**config.mk**
```make
export PLATFORM = sky130hd
export DESIGN_NAME = uart_rx
export DESIGN_NICKNAME = d
export VERILOG_FILES = /design/src/rtl/uart_rx.sv
export SDC_FILE = /design/constraint.sdc
export NUM_CORES = 1
export LEC_CHECK = 0
export BUFFER_PORTS_ARGS = -buffer_cell sky130_fd_sc_hd__buf_2
export CELL_PAD_IN_SITES_DETAIL_PLACEMENT = 1
export CELL_PAD_IN_SITES_GLOBAL_PLACEMENT = 2
export CORE_MARGIN = 2
export CORE_UTILIZATION = 39
export DETAILED_ROUTE_END_ITERATION = 10
export GPL_ROUTABILITY_DRIVEN = 0
export PLACE_DENSITY = 0.89
export REMOVE_ABC_BUFFERS = 1
export SETUP_SLACK_MARGIN = 0.3
export SYNTH_ARGS = -nofsm -noshare
export SYNTH_HDL_FRONTEND = slang
export SYNTH_SLANG_ARGS = --single-unit
```
**constraint.sdc**
```tcl
create_clock -name clk -period 2.5 [get_ports clk]
set_input_delay 0.625 -clock clk [delete_from_list [all_inputs] [get_ports clk]]
set_output_delay 0.625 -clock clk [all_outputs]
set_load 0.01 [all_outputs]
```
**src/rtl/uart_rx.sv**
```systemverilog
// 8N1 UART receiver, LSB first, mid-bit sampling.
// Presents each good byte on data with a one-cycle valid strobe and reports a low
// stop bit as a one-cycle frame_err strobe.
module uart_rx #(
    parameter int unsigned CLKS_PER_BIT = 2812
) (
    input  logic       clk,
    input  logic       reset,
    input  logic       rx,
    output logic [7:0] data,
    output logic       valid,
    output logic       frame_err,
    output logic       busy
);

    localparam int unsigned CNT_W  = $clog2(CLKS_PER_BIT);
    localparam int unsigned HALF   = CLKS_PER_BIT / 2;
    localparam logic [CNT_W-1:0] CNT_HALF = CNT_W'(HALF - 1);
    localparam logic [CNT_W-1:0] CNT_FULL = CNT_W'(CLKS_PER_BIT - 1);

    typedef enum logic [1:0] {
        IDLE  = 2'd0,
        START = 2'd1,
        DATA  = 2'd2,
        STOP  = 2'd3
    } state_t;

    state_t           state;
    state_t           state_nxt;
    logic             rx_meta;
    logic             rx_s;
    logic [CNT_W-1:0] cnt;
    logic [CNT_W-1:0] cnt_nxt;
    logic [2:0]       idx;
    logic [2:0]       idx_nxt;
    logic [7:0]       sh;
    logic [7:0]       sh_nxt;
    logic [7:0]       data_nxt;
    logic             valid_nxt;
    logic             frame_err_nxt;

    // Two-flop synchronizer; idles high so reset does not look like a start bit
    always_ff @(posedge clk or posedge reset) begin
        if (reset) begin
            rx_meta <= 1'b1;
            rx_s    <= 1'b1;
        end else begin
            rx_meta <= rx;
            rx_s    <= rx_meta;
        end
    end

    // State register
    always_ff @(posedge clk or posedge reset) begin
        if (reset) begin
            state <= IDLE;
        end else begin
            state <= state_nxt;
        end
    end

    // Next-state, datapath and strobe decode
    always_comb begin
        state_nxt     = state;
        cnt_nxt       = cnt;
        idx_nxt       = idx;
        sh_nxt        = sh;
        data_nxt      = data;
        valid_nxt     = 1'b0;
        frame_err_nxt = 1'b0;

        case (state)
            IDLE: begin
                if (!rx_s) begin
                    state_nxt = START;
                    cnt_nxt   = '0;
                end
            end

            START: begin
                cnt_nxt = cnt + CNT_W'(1);
                if (cnt == CNT_HALF) begin
                    cnt_nxt = '0;
                    if (!rx_s) begin
                        state_nxt = DATA;
                        idx_nxt   = '0;
                    end else begin
                        // line went back high before mid-bit: treat as a glitch
                        state_nxt = IDLE;
                    end
                end
            end

            DATA: begin
                cnt_nxt = cnt + CNT_W'(1);
                if (cnt == CNT_FULL) begin
                    sh_nxt  = {rx_s, sh[7:1]};
                    cnt_nxt = '0;
                    if (idx == 3'd7) begin
                        state_nxt = STOP;
                    end else begin
                        idx_nxt = idx + 3'd1;
                    end
                end
            end

            STOP: begin
                cnt_nxt = cnt + CNT_W'(1);
                if (cnt == CNT_FULL) begin
                    state_nxt = IDLE;
                    cnt_nxt   = '0;
                    if (rx_s) begin
                        data_nxt  = sh;
                        valid_nxt = 1'b1;
                    end else begin
                        frame_err_nxt = 1'b1;
                    end
                end
            end

            default: begin
                state_nxt = IDLE;
            end
        endcase
    end

    // Datapath and output registers; busy tracks the registered state
    always_ff @(posedge clk or posedge reset) begin
        if (reset) begin
            cnt       <= '0;
            idx       <= '0;
            sh        <= '0;
            data      <= '0;
            valid     <= 1'b0;
            frame_err <= 1'b0;
            busy      <= 1'b0;
        end else begin
            cnt       <= cnt_nxt;
            idx       <= idx_nxt;
            sh        <= sh_nxt;
            data      <= data_nxt;
            valid     <= valid_nxt;
            frame_err <= frame_err_nxt;
            busy      <= (state_nxt != IDLE);
        end
    end

endmodule

```
After elaboration in Yosys (flattened, before gate mapping)
Index checks and enable logic that the tools add are counted.

Add/subtract/negate cells: 2. Mux-type cells: 22. Eq/ne operators: 11. Reduce and logical (&&, ||, !) cells: 7.

Operator list (number): $mux W12 (3); $pmux W12 S3 (1); $add A12 B1 Y12 const B (1); $eq A12 B11 Y1 const B (1); $eq A12 B12 Y1 const B (1); $mux W2 (6); $mux W3 (4); $ne A2 B2 Y1 const B (5); $pmux W2 S4 (1); $mux W1 (6); $pmux W3 S2 (1); $reduce_and A5 Y1 (1); $eq A2 B2 Y1 const B (2); $reduce_bool A2 Y1 (2); $add A3 B1 Y3 const B (1); $eq A3 B3 Y1 const B (1); $reduce_and A3 Y1 (1); $eq A2 B1 Y1 const B (1); $logic_not A2 Y1 (1); $reduce_and A2 Y1 (1); $reduce_or A2 Y1 (1).

Output and inout bits: 11. Register bits after elaboration: 38. Logic and storage cells: 52. Input bits: 3.

Longest topological paths before layout
Gate-level depths: netlist (run 1).

Depth after elaboration: 5. Depth in mapped cells: 7.

Worst setup path after synthesis (run 1)
Ideal clock, no wire load.

Path kind: register to register. Start: register cnt[0]. End: register idx[1]. Stages on the path, launching flop included: 6. Setup slack: 0.758 ns. Library setup time: 0.125 ns. Clock period less this slack: 1.742 ns. Path buffers: 0. Data required time: 2.375 ns. Data arrival time: 1.618 ns. Path through: dfrtp_1 -> ha_1 -> and4bb_4 -> nand3_4 -> nor3_4 -> mux2_2.

Word-level cells in the longest chain between the ends: 3.

RTL lines: from (decl) (RTL line 32) `logic [CNT_W-1:0] cnt;`; from (signal assigned) (RTL line 138) `cnt <= cnt_nxt;`; $eq A12 B12 Y1 or $eq A12 B11 Y1 (tied branches) (RTL line 96, 82); $ne A2 B2 Y1 (no line); $reduce_and A5 Y1 (no line) *; to (signal assigned) (RTL line 139) `idx <= idx_nxt;`; to (decl) (RTL line 34) `logic [2:0] idx;`.

Mark *: on every way between the ends. The rest lies on a longest branch, timed or not. A chain may end at the register's enable or synchronous reset.

Worst setup path after layout (run 1)
Start: register cnt[0]. End: register cnt[9].

Word-level cells in the longest chain between the ends: 3.

RTL lines: $add A12 B1 Y12, or another cell as far along (RTL line 81, 95, 108); $mux W12, on equally long branches (RTL line 96, 109, 82); $pmux W12 S3 * (RTL line 72) `case (state)`.

Marked as above.

==> results.sh, run 1 <==
export IMPL_fmax_ghz=0.517
export IMPL_cts_sinks=38
export IMPL_setup_violations_final=0
export IMPL_ant_nets=0
export IMPL_hold_viol=0
export IMPL_numCtsBuffers=5
export IMPL_path_class="flip-flop to flip-flop"
export IMPL_cp_arrival_ns=2.09
export IMPL_power_frac_seq=0.576
export IMPL_power_leakage_nw=1.01
export IMPL_relSlewSlack=0.682
export IMPL_combPwrFrac=0.014
export IMPL_diodes=0
export IMPL_cp_max_fo=12
export IMPL_place_inst=231
export IMPL_io_pins=14
export IMPL_cts_resized=0
export IMPL_place_hpwl_um=2760
export IMPL_hold_start="rx_meta"
export IMPL_maxSlewViolCount=0
export IMPL_clk_pin_slew_ns=0.08
export IMPL_place_area_um2=2000
export IMPL_reg2reg_to="cnt[9]"
export IMPL_track_usage=0.164
export IMPL_yosysWarnings=0
export IMPL_synth_flop_cell="dfrtp_1"
export IMPL_grt_pass1_wl_um=6670
export IMPL_r2r_start="cnt[0]"
export IMPL_worst_pin_slew_ns=0.476
export IMPL_synth_area_per_cell_um2=11.3
export IMPL_cts_hold_buf=0
export IMPL_hold_depth=0
export IMPL_yosys_cell_types_count=43
export IMPL_syn_area_um2=1880
export IMPL_holdPathEnd="rx_s"
export IMPL_fp_coreArea_um2=4690
export IMPL_syn_inst=166
export IMPL_drtPass1Iterations=4
export IMPL_drive_gt1_frac=0.281
export IMPL_via_per_inst=5.46
export IMPL_maxCapViolCount=0
export IMPL_reg2reg_depth=6
export IMPL_first_iter_violations=77
export IMPL_start_kind="flip-flop"
export IMPL_critPathCaptureType="flip-flop"
export IMPL_root_buffer="clkbuf_8"
export IMPL_p_sw_mw=0.233
export IMPL_syn_to_final_growth_pct=11.5
export IMPL_clkPwrFrac=0.410
export IMPL_synth_edff_count=0
export IMPL_period_needed_ns=1.93
export IMPL_antenna_found_initial=0
export IMPL_clock_path_buffers=2
export IMPL_htree_levels=2
export IMPL_clock_latency_ns=0.29
export IMPL_final_cell_mix="dfrtp_1 (36), mux2_2 (18), nand2_1 (16)"
export IMPL_required_ns=2.65
export IMPL_fin_util=0.446
export IMPL_stdcell_count=239
export IMPL_swShare=0.217
export IMPL_final_common_cell="dfrtp_1"
export IMPL_dieArea_um2=5390
export IMPL_rrSetupSlack_ns=0.57
export IMPL_vias=1304
export IMPL_synth_seq_area_share=0.508
export IMPL_wl_per_cell_um=16.2
export IMPL_cts_tree="yes"
export IMPL_dieWidth_um=73.4
export IMPL_fp_row_count=25
export IMPL_port_buffers=13
export IMPL_wl_um=3880
export IMPL_finalCritPeriodShare=0.774
export IMPL_route_detailed_drc=0
export IMPL_hp_class="flip-flop to flip-flop"
export IMPL_skew_ns=0.00688
export IMPL_setup_tns_ns=0
export IMPL_outcome="complete, no violations"
export IMPL_synthArstFlopShare=1.00
export IMPL_ys_seq_elements=38
export IMPL_grt_overflow_total=0
export IMPL_die_y_um=73.4
export IMPL_layout_nets=191
export IMPL_fin_area_um2=2090
export IMPL_initial_utilization=0.400
export IMPL_cts_setup_buffers=0
export IMPL_grt_pass1_vias=1386
export IMPL_grt_max_degree=39
export IMPL_ir_drop_mv=0.175
export IMPL_p_int_mw=0.842
export IMPL_rsz0062_at_grt="false"
export IMPL_power_density_nw_per_um2=513
[layout make-up]
| type | count | area, um2 |
|---|---|---|
| Sequential cell | 38 | 953 |
| Tap cell | 54 | 67.6 |
| Inverter | 9 | 33.8 |
| Fill cell | 538 | 2600 |
| Multi-Input combinational cell | 114 | 857 |
| Clock buffer | 6 | 82.6 |
| Timing Repair Buffer | 16 | 87.6 |
| Clock inverter | 2 | 12.5 |
[registers in the layout (all words and copies together), names as in the netlist]
| name | count |
|---|---|
| busy | 1 |
| cnt | 12 |
| data | 8 |
| frame_err | 1 |
| idx | 3 |
| rx_meta | 1 |
| rx_s | 1 |
| sh | 8 |
| state | 2 |
| valid | 1 |
[critical path: stages (launching register included)]
cell,delay [ns]
dfrtp_1,0.44
ha_1,0.26
and4bb_4,0.30
a31oi_1,0.10
buf_4,0.20
nor2_1,0.33
o21ai_0,0.17
[metal layers]
metal	GRT usage	part of all wire	vias to the layer above
met5	0	0	-
met4	0.0606	0.010	0
met3	0.0453	0.031	4
met2	0.279	0.49	17
met1	0.199	0.46	653
li1	-	-	630
[logic make-up after synthesis]
family	share of synthesized area
xor gates and xnor gates	0.0187
and+or+nand+nor	0.203
DFF	0.508
buffers and inverters	0.0360
muxes	0.113
adders and majority gates	0.0266
AOI/OAI and AO/OA	0.0953
[per-stage QoR]
| step | hold WS (ns) | total power, mW | setup slack [ns] |
|---|---|---|---|
| 2_1_floorplan | 0.345 | 0.640 | 0.621 |
| 3_3_place_gp | 0.352 | 0.646 | 0.677 |
| 3_5_place_dp | 0.347 | 0.647 | 0.593 |
| 4_1_cts | 0.362 | 1.10 | 0.570 |
| 5_1_grt | 0.363 | 1.12 | 0.443 |
| 6_report | 0.361 | 1.07 | 0.565 |
[power by group through the flow]
stage,clock network [mW],logic [mW],registers (mW)
floorplan,0,0.00962,0.630
global placement,0,0.0153,0.631
detailed placement,0,0.0157,0.631
CTS,0.462,0.0159,0.619
global route,0.483,0.0174,0.619
finish,0.441,0.0148,0.619
[worst max path at each step]
stage / start / to / slack [ns] / cells past startpoint
after global routing: cnt[0] / cnt[3] / 0.44 / 6
after floorplan: cnt[0] / cnt[2] / 0.62 / 5
final: cnt[0] / cnt[9] / 0.57 / 6
after global placement: cnt[0] / idx[2] / 0.68 / 5
after detailed placement: cnt[0] / cnt[3] / 0.59 / 6
after CTS: cnt[0] / cnt[9] / 0.57 / 6
[cell usage after synthesis, types with 4 or more instances]
master	number	share of area
nand3_1	6	0.016
mux2_2	18	0.11
a31oi_1	4	0.013
o22ai_1	4	0.013
inv_1	9	0.018
dfrtp_1	36	0.48
nor2_1	9	0.018
nor4_1	4	0.013
ha_1	4	0.027
nand2_1	16	0.032
o21ai_0	7	0.019
(Power assumes the default switching activity.)
==> run 2: changes to the inputs <==
--- a/config.mk
+++ b/config.mk
@@ -9,10 +9,10 @@
 export CELL_PAD_IN_SITES_DETAIL_PLACEMENT = 1
 export CELL_PAD_IN_SITES_GLOBAL_PLACEMENT = 2
 export CORE_MARGIN = 2
-export CORE_UTILIZATION = 39
+export CORE_UTILIZATION = 36
 export DETAILED_ROUTE_END_ITERATION = 10
 export GPL_ROUTABILITY_DRIVEN = 0
-export PLACE_DENSITY = 0.89
+export PLACE_DENSITY = 0.87
 export REMOVE_ABC_BUFFERS = 1
 export SETUP_SLACK_MARGIN = 0.3
 export SYNTH_ARGS = -nofsm -noshare
==> constraint.sdc (replaced) <==
create_clock -name clk -period 1.7 [get_ports clk]
set_input_delay 0.425 -clock clk [delete_from_list [all_inputs] [get_ports clk]]
set_output_delay 0.425 -clock clk [all_outputs]
set_load 0.01 [all_outputs]
==> results.sh, run 2 (synthesized netlist as in run 1, its figures left out) <==
export IMPL_die_y_um=76.2
export IMPL_fillCellCount=556
export IMPL_reg2reg_to="idx[2]"
export IMPL_max_stage_delay_ns=0.40
export IMPL_critPathCaptureType="flip-flop"
export IMPL_fp_row_count=26
export IMPL_largest_reg_flops=12
export IMPL_numCtsBuffers=5
export IMPL_regArea_um2=953
export IMPL_fmax_ghz=0.559
export IMPL_r2r_start="cnt[1]"
export IMPL_crit_cells=5
export IMPL_setup_tns_ns=-1.09
export IMPL_dieWidth_um=76.2
export IMPL_drtPass1Iterations=4
export IMPL_clock_path_buffers=2
export IMPL_rsz0062_at_grt="true"
export IMPL_finalCritPeriodShare=1.05
export IMPL_use_met1=0.212
export IMPL_fin_area_um2=2560
export IMPL_crit_buf_inv=0
export IMPL_worst_pin_slew_ns=0.490
export IMPL_cp_top_family="simple AND/OR/NAND/NOR gates"
export IMPL_p_int_mw=1.54
export IMPL_drive_gt1_frac=0.481
export IMPL_initial_utilization=0.370
export IMPL_start_kind="flip-flop"
export IMPL_port_buffers=13
export IMPL_combPwrFrac=0.012
export IMPL_p_sw_mw=0.356
export IMPL_hp_class="input port to flip-flop"
export IMPL_power_leakage_nw=1.23
export IMPL_relSlewSlack=0.673
export IMPL_cp_max_fo=4
export IMPL_multi_input_area_um2=1000
export IMPL_place_hpwl_um=3210
export IMPL_grt_overflow_total=0
export IMPL_place_inst=265
export IMPL_root_buffer="clkbuf_8"
export IMPL_vias=1508
export IMPL_regMostFlops="cnt"
export IMPL_outcome="finished with violations"
export IMPL_skew_ns=0.00446
export IMPL_grt_busiest_layer="met2"
export IMPL_cp_cell_sequence="ha_2 > and4bb_4 > nand3_4 > nor3_4 > mux2_4"
export IMPL_swShare=0.188
export IMPL_rrSetupSlack_ns=-0.09
export IMPL_layout_nets=222
export IMPL_via_per_inst=5.27
export IMPL_dieArea_um2=5810
export IMPL_diodes=0
export IMPL_wl_per_cell_um=17.9
export IMPL_wl_um=5110
export IMPL_fin_ws_ns=-0.0880
export IMPL_hold_viol=0
export IMPL_worst_hold_slack_ns=0.222
export IMPL_io_pins=14
export IMPL_clock_latency_ns=0.29
export IMPL_maxCapViolCount=0
export IMPL_worst_path_max_delay_cell="dfrtp_1"
export IMPL_p_total_mw=1.89
export IMPL_first_iter_violations=48
export IMPL_grtUsageMet3=0.0296
export IMPL_cts_tree="yes"
export IMPL_fp_coreArea_um2=5070
export IMPL_cp_startpoint="cnt[1]"
export IMPL_met2_usage=0.323
export IMPL_power_density_nw_per_um2=739
export IMPL_grt_max_degree=39
export IMPL_path_class="flip-flop to flip-flop"
export IMPL_antenna_found_initial=0
export IMPL_cts_sinks=38
export IMPL_grt_pass1_wl_um=8300
export IMPL_final_common_cell="dfrtp_1"
export IMPL_grt_pass1_vias=1649
export IMPL_period_needed_ns=1.79
export IMPL_cp_arrival_ns=1.97
export IMPL_ir_drop_mv=0.304
export IMPL_stdcell_count=286
export IMPL_place_area_um2=2150
export IMPL_syn_to_final_growth_pct=36.4
export IMPL_final_cell_mix="dfrtp_1 (36), buf_4 (29), nand2_1 (15)"
export IMPL_reg2reg_depth=5
export IMPL_reg_top3="cnt: 12 flops, data: 8 flops, sh: 8 flops"
export IMPL_maxSlewViolCount=0
export IMPL_cp_endpoint="idx[2]"
export IMPL_clk_pin_slew_ns=0.08
export IMPL_required_ns=1.88
export IMPL_power_frac_seq=0.481
export IMPL_htree_levels=2
export IMPL_ant_nets=0
export IMPL_violations="negative setup slack"
export IMPL_setup_violations_final=24
export IMPL_track_usage=0.179
export IMPL_route_detailed_drc=0
export IMPL_clkPwrFrac=0.507
-- run 2: changes by cell type in the layout (fill, tap and decap cells not counted), sizes merged --
cell / change
clkinvlp: -1
clkinv: -1
buf: +31
bufinv: +2
-- run 2: cell type report --
type / count / area share
multi-input combinational: 114 / 0.392
clock buffer: 6 / 0.0322
tap: 70 / 0.0342
clock inverter: 2 / 0.0234
timing repair buffer: 47 / 0.132
inverter: 9 / 0.0132
sequential: 38 / 0.372
-- run 2: power by group through the flow --
stage	Clock [mW]	Sequential [mW]	Combinational, mW
after detailed placement	0	0.928	0.0239
final	0.961	0.911	0.0224
after global routing	1.01	0.912	0.0266
after global placement	0	0.928	0.0226
after floorplan	0	0.927	0.0142
after CTS	0.965	0.910	0.0238
-- run 2: layer usage --
metal,routed length (um),part of all wire,vias to the layer above
met5,0,0,-
met4,95,0.019,0
met3,151,0.030,8
met2,2690,0.53,31
met1,2170,0.42,777
li1,-,-,692
-- run 2: timing repair --
| item | 4_1_cts | 5_1_grt |
|---|---|---|
| hold buffers | 0 | 0 |
| buffers inserted | 8 | 4 |
| endpoints found under the hold margin | 0 | 0 |
| cloned | 1 | 0 |
| resized for setup | 30 | 19 |
| pin swaps | 8 | 4 |
| endpoints found under the setup margin | 34 | 35 |
-- run 2: per-stage QoR --
stage          utilization  worst slack [ns]
2_1_floorplan            -            -0.179
3_3_place_gp         0.425            0.0142
3_5_place_dp         0.425           -0.0924
4_1_cts              0.487           -0.0379
5_1_grt              0.505            -0.131
6_report             0.505           -0.0880
-- run 2: worst min-delay path by stage --
stage | start | to | cells after the start
final | rx | rx_meta | 1
after global routing | rx | rx_meta | 1
after CTS | rx | rx_meta | 1
after detailed placement | rx_meta | rx_s | 0
after global placement | rx_meta | rx_s | 0
after floorplan | rx_meta | rx_s | 0
